[src/rtl/cond_pkg.sv]
// cond_pkg: ARM condition codes, NZCV bit indices and FlagW masks shared by the condition/flag logic.
package cond_pkg;
  localparam logic [3:0] COND_EQ = 4'h0;
  localparam logic [3:0] COND_NE = 4'h1;
  localparam logic [3:0] COND_CS = 4'h2;
  localparam logic [3:0] COND_CC = 4'h3;
  localparam logic [3:0] COND_MI = 4'h4;
  localparam logic [3:0] COND_PL = 4'h5;
  localparam logic [3:0] COND_VS = 4'h6;
  localparam logic [3:0] COND_VC = 4'h7;
  localparam logic [3:0] COND_HI = 4'h8;
  localparam logic [3:0] COND_LS = 4'h9;
  localparam logic [3:0] COND_GE = 4'hA;
  localparam logic [3:0] COND_LT = 4'hB;
  localparam logic [3:0] COND_GT = 4'hC;
  localparam logic [3:0] COND_LE = 4'hD;
  localparam logic [3:0] COND_AL = 4'hE;
  localparam logic [3:0] COND_NV = 4'hF;
  localparam int FLAG_N = 3;
  localparam int FLAG_Z = 2;
  localparam int FLAG_C = 1;
  localparam int FLAG_V = 0;
  localparam logic [1:0] FLAGW_NZ = 2'b10;
  localparam logic [1:0] FLAGW_CV = 2'b01;
  typedef logic [3:0] nzcv_t;
endpackage

[src/rtl/cond_flag_unit_if.sv]
// cond_flag_unit_if: decoder/ALU side bundle of cond_flag_unit; shadow-stack signals exist only with FLAG_SHADOW_EN.
interface cond_flag_unit_if;
  import cond_pkg::*;
  logic Valid, Stall;
  logic [3:0] Cond;
  logic [1:0] FlagW;
  logic PCS, RegW, MemW, NoWrite;
  nzcv_t ALUFlags;
  logic ShCarry, ShCarryVld;
  logic CondEx, PCSrc, RegWrite, MemWrite;
  logic carryFlag, carryFlag2;
  nzcv_t Flags;
`ifdef FLAG_SHADOW_EN
  logic ExcEntry, ExcReturn, ShadowOvf, ShadowUnf;
`endif
  modport master (
    output Valid, Stall, Cond, FlagW, PCS, RegW, MemW, NoWrite, ALUFlags, ShCarry, ShCarryVld,
    input CondEx, PCSrc, RegWrite, MemWrite, carryFlag, carryFlag2, Flags
`ifdef FLAG_SHADOW_EN
    , output ExcEntry, ExcReturn, input ShadowOvf, ShadowUnf
`endif
  );
  modport slave (
    input Valid, Stall, Cond, FlagW, PCS, RegW, MemW, NoWrite, ALUFlags, ShCarry, ShCarryVld,
    output CondEx, PCSrc, RegWrite, MemWrite, carryFlag, carryFlag2, Flags
`ifdef FLAG_SHADOW_EN
    , input ExcEntry, ExcReturn, output ShadowOvf, ShadowUnf
`endif
  );
endinterface

[src/rtl/cond_eval.sv]
// cond_eval: combinational ARM condition check of a 4-bit condition field against NZCV; NV never passes.
module cond_eval
  import cond_pkg::*;
(
    input  logic [3:0] cond,
    input  nzcv_t      flags,
    output logic       cond_ex
);
    logic n, z, c, v;
    assign {n, z, c, v} = {flags[FLAG_N], flags[FLAG_Z], flags[FLAG_C], flags[FLAG_V]};
    always_comb begin
        case (cond)
            COND_EQ: cond_ex = z;
            COND_NE: cond_ex = !z;
            COND_CS: cond_ex = c;
            COND_CC: cond_ex = !c;
            COND_MI: cond_ex = n;
            COND_PL: cond_ex = !n;
            COND_VS: cond_ex = v;
            COND_VC: cond_ex = !v;
            COND_HI: cond_ex = c & !z;
            COND_LS: cond_ex = !c | z;
            COND_GE: cond_ex = n == v;
            COND_LT: cond_ex = n != v;
            COND_GT: cond_ex = !z & (n == v);
            COND_LE: cond_ex = z | (n != v);
            COND_AL: cond_ex = 1'b1;
            default: cond_ex = 1'b0;
        endcase
    end
endmodule

[src/rtl/cond_flag_unit.sv]
// cond_flag_unit: NZCV flag register, condition gating of Execute controls and carry-in selection.
// Optional exception flag-save LIFO when FLAG_SHADOW_EN is defined.
module cond_flag_unit
  import cond_pkg::*;
#(
    parameter nzcv_t RESET_FLAGS = 4'b0000
`ifdef FLAG_SHADOW_EN
    , parameter int SHADOW_DEPTH = 2
`endif
) (
    input logic CLK,
    input logic RESETN,
    cond_flag_unit_if.slave bus
);
    nzcv_t flags, flags_wr, flags_nxt;
    logic pass, commit;
    cond_eval u_eval (
        .cond   (bus.Cond),
        .flags  (flags),
        .cond_ex(pass)
    );
    assign bus.CondEx     = bus.Valid & pass;
    assign bus.PCSrc      = bus.PCS & bus.CondEx;
    assign bus.RegWrite   = bus.RegW & bus.CondEx & !bus.NoWrite;
    assign bus.MemWrite   = bus.MemW & bus.CondEx;
    assign bus.carryFlag  = flags[FLAG_C];
    assign bus.carryFlag2 = bus.ShCarryVld ? bus.ShCarry : flags[FLAG_C];
    assign bus.Flags      = flags;
    assign commit = bus.CondEx & !bus.Stall;
    assign flags_wr = {
        commit & bus.FlagW[1] ? bus.ALUFlags[3:2] : flags[3:2],
        commit & bus.FlagW[0] ? bus.ALUFlags[1:0] : flags[1:0]
    };
`ifdef FLAG_SHADOW_EN
    localparam int PW = $clog2(SHADOW_DEPTH + 1);
    nzcv_t stk [2**PW];
    logic [PW-1:0] ptr;
    logic push, pop, full, empty, ovf, unf;
    // Entry and return together cancel each other; the FlagW write still goes ahead.
    assign push  = !bus.Stall & bus.ExcEntry & !bus.ExcReturn;
    assign pop   = !bus.Stall & bus.ExcReturn & !bus.ExcEntry;
    assign full  = ptr == PW'(SHADOW_DEPTH);
    assign empty = ptr == '0;
    assign flags_nxt = pop & !empty ? stk[ptr - 1'b1] : flags_wr;
    assign bus.ShadowOvf = ovf;
    assign bus.ShadowUnf = unf;
    always_ff @(posedge CLK or negedge RESETN) begin
        if (!RESETN) begin
            ptr <= '0;
            ovf <= 1'b0;
            unf <= 1'b0;
        end else begin
            if (push & !full) ptr <= ptr + 1'b1;
            if (pop & !empty) ptr <= ptr - 1'b1;
            if (push & full) ovf <= 1'b1;
            if (pop & empty) unf <= 1'b1;
        end
    end
    always_ff @(posedge CLK) begin
        if (push & !full) stk[ptr] <= flags;
    end
`else
    assign flags_nxt = flags_wr;
`endif
    always_ff @(posedge CLK or negedge RESETN) begin
        if (!RESETN) flags <= RESET_FLAGS;
        else flags <= flags_nxt;
    end
endmodule

[src/flat_wrapper.sv]
// flat-port wrapper written by rule: the top's interface ports become plain ports
module cond_flag_unit_flat import cond_pkg::*;
#(
    parameter nzcv_t RESET_FLAGS = 4'b0000

)
  (CLK, RESETN, bus_Valid, bus_Stall, bus_Cond, bus_FlagW, bus_PCS, bus_RegW, bus_MemW, bus_NoWrite, bus_ALUFlags, bus_ShCarry, bus_ShCarryVld, bus_CondEx, bus_PCSrc, bus_RegWrite, bus_MemWrite, bus_carryFlag, bus_carryFlag2, bus_Flags);
  cond_flag_unit_if bus_i ();
  input logic CLK;
  input logic RESETN;
  input wire logic [$bits(bus_i.Valid)-1:0] bus_Valid;
  input wire logic [$bits(bus_i.Stall)-1:0] bus_Stall;
  input wire logic [$bits(bus_i.Cond)-1:0] bus_Cond;
  input wire logic [$bits(bus_i.FlagW)-1:0] bus_FlagW;
  input wire logic [$bits(bus_i.PCS)-1:0] bus_PCS;
  input wire logic [$bits(bus_i.RegW)-1:0] bus_RegW;
  input wire logic [$bits(bus_i.MemW)-1:0] bus_MemW;
  input wire logic [$bits(bus_i.NoWrite)-1:0] bus_NoWrite;
  input wire logic [$bits(bus_i.ALUFlags)-1:0] bus_ALUFlags;
  input wire logic [$bits(bus_i.ShCarry)-1:0] bus_ShCarry;
  input wire logic [$bits(bus_i.ShCarryVld)-1:0] bus_ShCarryVld;
  output wire logic [$bits(bus_i.CondEx)-1:0] bus_CondEx;
  output wire logic [$bits(bus_i.PCSrc)-1:0] bus_PCSrc;
  output wire logic [$bits(bus_i.RegWrite)-1:0] bus_RegWrite;
  output wire logic [$bits(bus_i.MemWrite)-1:0] bus_MemWrite;
  output wire logic [$bits(bus_i.carryFlag)-1:0] bus_carryFlag;
  output wire logic [$bits(bus_i.carryFlag2)-1:0] bus_carryFlag2;
  output wire logic [$bits(bus_i.Flags)-1:0] bus_Flags;
  assign bus_i.Valid = bus_Valid;
  assign bus_i.Stall = bus_Stall;
  assign bus_i.Cond = bus_Cond;
  assign bus_i.FlagW = bus_FlagW;
  assign bus_i.PCS = bus_PCS;
  assign bus_i.RegW = bus_RegW;
  assign bus_i.MemW = bus_MemW;
  assign bus_i.NoWrite = bus_NoWrite;
  assign bus_i.ALUFlags = bus_ALUFlags;
  assign bus_i.ShCarry = bus_ShCarry;
  assign bus_i.ShCarryVld = bus_ShCarryVld;
  assign bus_CondEx = bus_i.CondEx;
  assign bus_PCSrc = bus_i.PCSrc;
  assign bus_RegWrite = bus_i.RegWrite;
  assign bus_MemWrite = bus_i.MemWrite;
  assign bus_carryFlag = bus_i.carryFlag;
  assign bus_carryFlag2 = bus_i.carryFlag2;
  assign bus_Flags = bus_i.Flags;
  cond_flag_unit #(.RESET_FLAGS(RESET_FLAGS)) u_core (.CLK(CLK), .RESETN(RESETN), .bus(bus_i));
endmodule
[config.mk]
export PLATFORM = sky130hd
export DESIGN_NAME = cond_flag_unit_flat
export DESIGN_NICKNAME = d
export VERILOG_FILES = /design/src/rtl/cond_pkg.sv /design/src/rtl/cond_flag_unit_if.sv /design/src/rtl/cond_eval.sv /design/src/rtl/cond_flag_unit.sv /design/src/flat_wrapper.sv
export SDC_FILE = /design/constraint.sdc
export NUM_CORES = 1
export LEC_CHECK = 0
export CORE_MARGIN = 2
export CORE_UTILIZATION = 36
export CTS_CLUSTER_SIZE = 12
export DETAILED_ROUTE_END_ITERATION = 16
export PLACE_DENSITY_LB_ADDON = 0.05
export SYNTH_ARGS = -nofsm -noshare
export SYNTH_HDL_FRONTEND = slang
export SYNTH_SLANG_ARGS = --single-unit
[constraint.sdc]
create_clock -name CLK -period 3.5 [get_ports CLK]
set_input_delay 1.05 -clock CLK [delete_from_list [all_inputs] [get_ports CLK]]
set_output_delay 1.05 -clock CLK [all_outputs]
set_load 0.03 [all_outputs]
==> results of run 1 <==
[worst paths after layout]
kind	startpoint	end
worst max-delay path	bus_Cond[2]	bus_RegWrite
worst min-delay path	u_core.bus.Flags[1]$_DFFE_PN0P_	u_core.bus.Flags[1]$_DFFE_PN0P_
worst max register to register	u_core.bus.Flags[0]$_DFFE_PN0P_	u_core.bus.Flags[1]$_DFFE_PN0P_
worst min register to register	u_core.bus.Flags[1]$_DFFE_PN0P_	u_core.bus.Flags[1]$_DFFE_PN0P_
max in group asynchronous	RESETN	u_core.bus.Flags[2]$_DFFE_PN0P_
min in group asynchronous	RESETN	u_core.bus.Flags[3]$_DFFE_PN0P_
[report_power, final]
group          switching, W  internal [W]  total (W)
registers         0.0000407     0.0000630   0.000104
clock network     0.0000166     0.0000382  0.0000548
logic              0.000139      0.000145   0.000284
total              0.000197      0.000246   0.000443
[timing repair]
action	CTS	global route
gates cloned	0	0
pin swaps	5	1
resized for setup	35	2
buffers inserted	1	0
endpoints found under the setup margin	4	5
[cell type report]
type | instances | area, um^2
clock buffers | 3 | 22.5
fillers | 119 | 372
inverters | 2 | 7.51
multi-input cells | 51 | 420
flip-flops and latches | 4 | 100
well taps | 15 | 18.8
repair buffers | 41 | 377
[logic make-up after synthesis]
family | share of synthesized area [%]
flops | 19.5
simple gates | 37.3
xor+xnor | 1.71
buf+inv | 6.34
mux | 9.51
compound gates | 25.6
[through the flow]
stage                     hold slack (ns)  setup TNS, ns  total power (W)  cell area, um^2
after global placement              0.661          -2.46         0.000374              896
after CTS                           0.682              0         0.000447              941
after detailed placement            0.665          -2.55         0.000379              896
after floorplan                     0.754              0         0.000263              534
final                               0.693              0         0.000443              946
after global routing                0.717        -0.0796         0.000470              946
[metal layers]
| layer | up-vias | wire length, um |
|---|---|---|
| met3 | 0 | 34 |
| met1 | 280 | 638 |
| met5 | - | 0 |
| met4 | 0 | 0 |
| li1 | 310 | - |
| met2 | 12 | 840 |
[worst max-delay path: cells and delay by family]
kind,cells,cell delay [ns]
AND/OR/NAND/NOR,2,0.75
buffers and inverters,2,0.24
AO/OA/AOI/OAI,4,0.38
[cell usage after synthesis (2+ instances only)]
cell type  number
nand2_1         6
dfrtp_1         4
nand2b_1        4
nor2_1          4
o21ai_0         4
a21oi_1         3
nor3_2          3
and2_1          2
buf_2           2
buf_4           2
inv_1           2
mux2_1          2
[layout by cell type (no fill, tap or decap), drive strengths merged]
master / n
a211o: 1
a211oi: 1
a21o: 1
a21oi: 4
a221o: 1
a311o: 1
and2: 2
and3: 1
and3b: 1
and4bb: 1
buf: 19
clkbuf: 3
clkdlybuf4s50: 20
dfrtp: 4
dlygate4sd2: 1
dlymetal6s2s: 1
inv: 2
mux2: 4
nand2: 6
nand2b: 4
nand3b: 1
nand4: 1
nor2: 5
nor2b: 1
nor3: 3
nor3b: 1
nor4bb: 1
o2111ai: 1
o211ai: 1
o21ai: 4
o221ai: 1
o311ai: 1
or4b: 1
xnor2: 1
==> impl_metrics.json, run 1 <==
{
  "crit_type": "in -> out",
  "synth-seq-area-share_pct": 19.5,
  "critPathMaxFanout": 9,
  "final_layout_size_suffix_gt1_share_pct": 39.6,
  "dpl.hpwl_um": 1180,
  "whs_path_depth": 1,
  "drc": 0,
  "clk_latency_ns": 0.23,
  "die-area_um2": 1740,
  "cts_hold_buffers": 0,
  "cts.sinks": 4,
  "wirelength_um": 1510,
  "synth_ff_type": "dfrtp_1",
  "top_usage_layer": "met2",
  "start_util_pct": 38.9,
  "io_buffers": 29,
  "cp-end-kind": "output port",
  "fin_util_pct": 71.8,
  "synth-edff-count": 0,
  "slew_headroom_pct": 69.0,
  "largest_reg_flops": 4,
  "rsz0062_at_grt": "yes",
  "setup_viol": 0,
  "cap_violations": 0,
  "p_leak_nw": 0.402,
  "grt_remaining_overflow": 0,
  "dr.pass1.iters": 3,
  "io_pins": 30,
  "yosys_warnings": 0,
  "netlist_area_um2": 513,
  "fmax_mhz": 288,
  "place_ws_ns": -0.910,
  "syn-num-nets": 81,
  "synthCells": 61,
  "dieWidth_um": 41.8,
  "rows": 13,
  "drt_iter0_markers": 7,
  "htreeDepth": 1,
  "cp.arrival_ns": 2.43,
  "cp_common_cell": "buf_6",
  "diodes": 0,
  "grt_pass1_wl_um": 2550,
  "worstSetupStartpointType": "primary input",
  "grt_pass1_vias": 605,
  "viasPerCell": 5.19,
  "hp-class": "reg -> reg",
  "r2r_setup_slack_ns": 1.47,
  "cts_tree": "done",
  "dr_total_vias": 602,
  "numCtsBuffers": 3,
  "slew_violations": 0,
  "synth_seq_cells": 4,
  "crit_path_cell_trace": "buf_6 -> or4b_4 -> o2111ai_2 -> o211ai_2 -> o21ai_2 -> a21oi_4 -> and3b_2 -> buf_6",
  "routedWlPerCell_um": 13.0,
  "yosysTopAreaCell": "dfrtp_1",
  "gp_congestion": 0.806,
  "grt_antenna_before_repair": 0,
  "async_flop_share_pct": 100,
  "slowest_stage": "or4b_4",
  "ir_drop_uv": 432,
  "core_area_um2": 1320,
  "clockBufferDepth": 2,
  "use_met3_pct": 3.04,
  "dp_cells": 112,
  "syn_to_final_growth_pct": 84.4,
  "period_share_pct": 99.3,
  "synth_area_leaders": "dfrtp_1 (20%), nor3_2 (5.9%), nand2b_1 (4.9%), mux2_1 (4.4%), nand2_1 (4.4%)",
  "min_period_ns": 3.48,
  "groute.usage.overall_pct": 18.5,
  "powerDensity_nw_per_um2": 468,
  "skew_ns": 0.00450,
  "yosysUniqueCellTypes": 35,
  "tightest_slew_ns": 0.460,
  "synth_top_area_share_pct": 19.5,
  "grt_max_degree": 10,
  "path_clk_slew_ns": 0.03,
  "final_nets": 123,
  "syn_avg_cell_area_um2": 8.41,
  "max_stage_delay_ns": 0.53,
  "layoutNonFillerInstCount": 116,
  "status": "complete, no violations",
  "use_met2_pct": 32.8,
  "hold_violations": 0,
  "grtUsageMet1_pct": 21.1,
  "setup_ws_ns": 0.0244,
  "clock_tree.root_cell": "clkbuf_4",
  "postRouteAntennaNets": 0,
  "crit_required_ns": 2.45,
  "rr_worst_depth": 7,
  "dieHeight_um": 41.8
}
No activity file was read; power rests on OpenSTA's default activity.
==> run 2: changes to the inputs <==
--- a/config.mk
+++ b/config.mk
@@ -7,6 +7,7 @@
 export LEC_CHECK = 0
 export CORE_MARGIN = 2
 export CORE_UTILIZATION = 36
+export CTS_BUF_LIST = sky130_fd_sc_hd__clkbuf_16
 export CTS_CLUSTER_SIZE = 12
 export DETAILED_ROUTE_END_ITERATION = 16
 export PLACE_DENSITY_LB_ADDON = 0.05
==> run 2 against run 1 <==
Worst setup slack lost 0.020 ns; hold slack gained 0.0021 ns; global-route usage grew 1.9 points; non-clock buffer count is the same; flip-flop and latch count is the same; combinational power is essentially flat; highest routed layer is now met4; wire length grew 8.7%; critical endpoint unchanged; utilization grew 4.0 points; first-iteration DRC count is the same; final cell count is the same; clock power grew to 3.2 times the previous value.
==> impl_metrics.json, run 2 (same netlist as run 1, synthesis figures left out) <==
{
  "grt_max_degree": 10,
  "seq_power_share_pct": 18.5,
  "viasPerCell": 5.27,
  "hold_violations": 0,
  "dr_total_vias": 611,
  "clk_latency_ns": 0.22,
  "routedWlPerCell_um": 14.2,
  "final_cell_mix": "clkdlybuf4s50_1 (20), buf_4 (14), nand2_1 (5)",
  "largest_reg_flops": 4,
  "die-area_um2": 1740,
  "core_area_um2": 1320,
  "io_buffers": 29,
  "period_share_pct": 99.9,
  "crit_type": "in -> out",
  "grt_pass1_wl_um": 2770,
  "worstSetupStartpointType": "primary input",
  "final_common_cell": "clkdlybuf4s50_1",
  "setup_ws_ns": 0.00435,
  "clock_tree.root_cell": "clkbuf_16",
  "status": "complete, no violations",
  "groute.usage.overall_pct": 20.4,
  "grt_pass1_vias": 645,
  "critPathMaxFanout": 9,
  "postRouteAntennaNets": 0,
  "tightest_slew_ns": 0.458,
  "dpl.hpwl_um": 1180,
  "path_clk_slew_ns": 0.03,
  "power_frac_clock_pct": 31.3,
  "diodes": 0,
  "multiInputGateArea_um2": 420,
  "final_layout_size_suffix_gt1_share_pct": 39.6,
  "pwr-share-comb_pct": 50.2,
  "dr.pass1.iters": 4,
  "numCtsBuffers": 3,
  "p_leak_nw": 0.425,
  "io_pins": 30,
  "dieHeight_um": 41.8,
  "grt_remaining_overflow": 0,
  "internal_power_w": 0.000354,
  "wirelength_um": 1640,
  "rsz0062_at_grt": "yes",
  "regArea_um2": 100,
  "gp_congestion": 0.806,
  "place_ws_ns": -0.910,
  "min_period_ns": 3.50,
  "clockBufferDepth": 2,
  "start_util_pct": 38.9,
  "dieWidth_um": 41.8,
  "rows": 13,
  "drc": 0,
  "syn_to_final_growth_pct": 94.6,
  "cp.arrival_ns": 2.45,
  "swShare_pct": 37.7,
  "cap_violations": 0,
  "cts_tree": "done",
  "place_area_um2": 896,
  "crit_required_ns": 2.45,
  "tns_ns": 0,
  "drt_iter0_markers": 7,
  "power.switching_w": 0.000214,
  "power_w": 0.000568,
  "setup_viol": 0,
  "htreeDepth": 1,
  "final_nets": 123,
  "hp-class": "reg -> reg",
  "design_area_um2": 998,
  "fmax_mhz": 286,
  "slew_headroom_pct": 69.1,
  "grt_antenna_before_repair": 0,
  "ir_drop_uv": 500,
  "fillers": 107,
  "powerDensity_nw_per_um2": 569,
  "cts.sinks": 4,
  "slew_violations": 0,
  "cp-end-kind": "output port",
  "skew_ns": 0.00149
}
==> run 2: cell counts in the layout (fill, tap and decap cells not counted) <==
Identical to the previous run, type by type.
==> run 2: stage by stage <==
step	cells	util (%)	hold WS [ns]
after floorplan	61	-	0.754
after global placement	112	68.0	0.661
after detailed placement	112	68.0	0.665
after CTS	116	75.4	0.697
after global routing	116	75.8	0.726
final	116	75.8	0.695
==> run 2: power groups by stage <==
stage	sequential (W)	clock, W	combinational, W
floorplan	0.000124	0	0.000139
global placement	0.000102	0	0.000272
detailed placement	0.000103	0	0.000276
CTS	0.000105	0.000180	0.000286
global route	0.000109	0.000182	0.000304
finish	0.000105	0.000178	0.000286
==> run 2: final cells by class <==
cell class	count	share of cell area, %
Inverter	2	0.752
Clock buffer	3	7.52
Tap cell	15	1.88
Sequential cell	4	10.0
Multi-Input combinational cell	51	42.1
Timing Repair Buffer	41	37.7
==> run 2: layer usage <==
layer	vias up	track usage [%]	part of all wire, %
met5	-	0	0
met4	0	9.68	0.97
met3	2	2.17	3.0
met2	12	38.4	55
met1	286	22.3	41
li1	311	-	-
==> run 2: worst max-delay path, stage by stage <==
cell,delay (ns)
buf_6,0.11
or4b_4,0.53
o2111ai_2,0.09
o211ai_2,0.12
o21ai_2,0.10
a21oi_4,0.08
and3b_2,0.22
buf_6,0.13
==> run 2: path summary, 6_finish.rpt <==
| check | startpoint | end | slack [ns] | cells after the start |
|---|---|---|---|---|
| worst max-delay path | bus_Cond[2] | bus_RegWrite | 0.004 | 8 |
| worst min-delay path | u_core.bus.Flags[0]$_DFFE_PN0P_ | u_core.bus.Flags[0]$_DFFE_PN0P_ | 0.69 | 1 |
| worst max register to register | u_core.bus.Flags[0]$_DFFE_PN0P_ | u_core.bus.Flags[2]$_DFFE_PN0P_ | 1.46 | 7 |
| worst min register to register | u_core.bus.Flags[0]$_DFFE_PN0P_ | u_core.bus.Flags[0]$_DFFE_PN0P_ | 0.69 | 1 |
| max in group asynchronous | RESETN | u_core.bus.Flags[0]$_DFFE_PN0P_ | 2.30 | 1 |
| min in group asynchronous | RESETN | u_core.bus.Flags[1]$_DFFE_PN0P_ | 1.03 | 1 |
==> run 2: what timing repair did <==
item	4_1_cts	5_1_grt
setup endpoints to repair	4	5
setup buffers	1	0
gates resized for setup	35	2
pin swaps	5	0
hold buffers	0	0
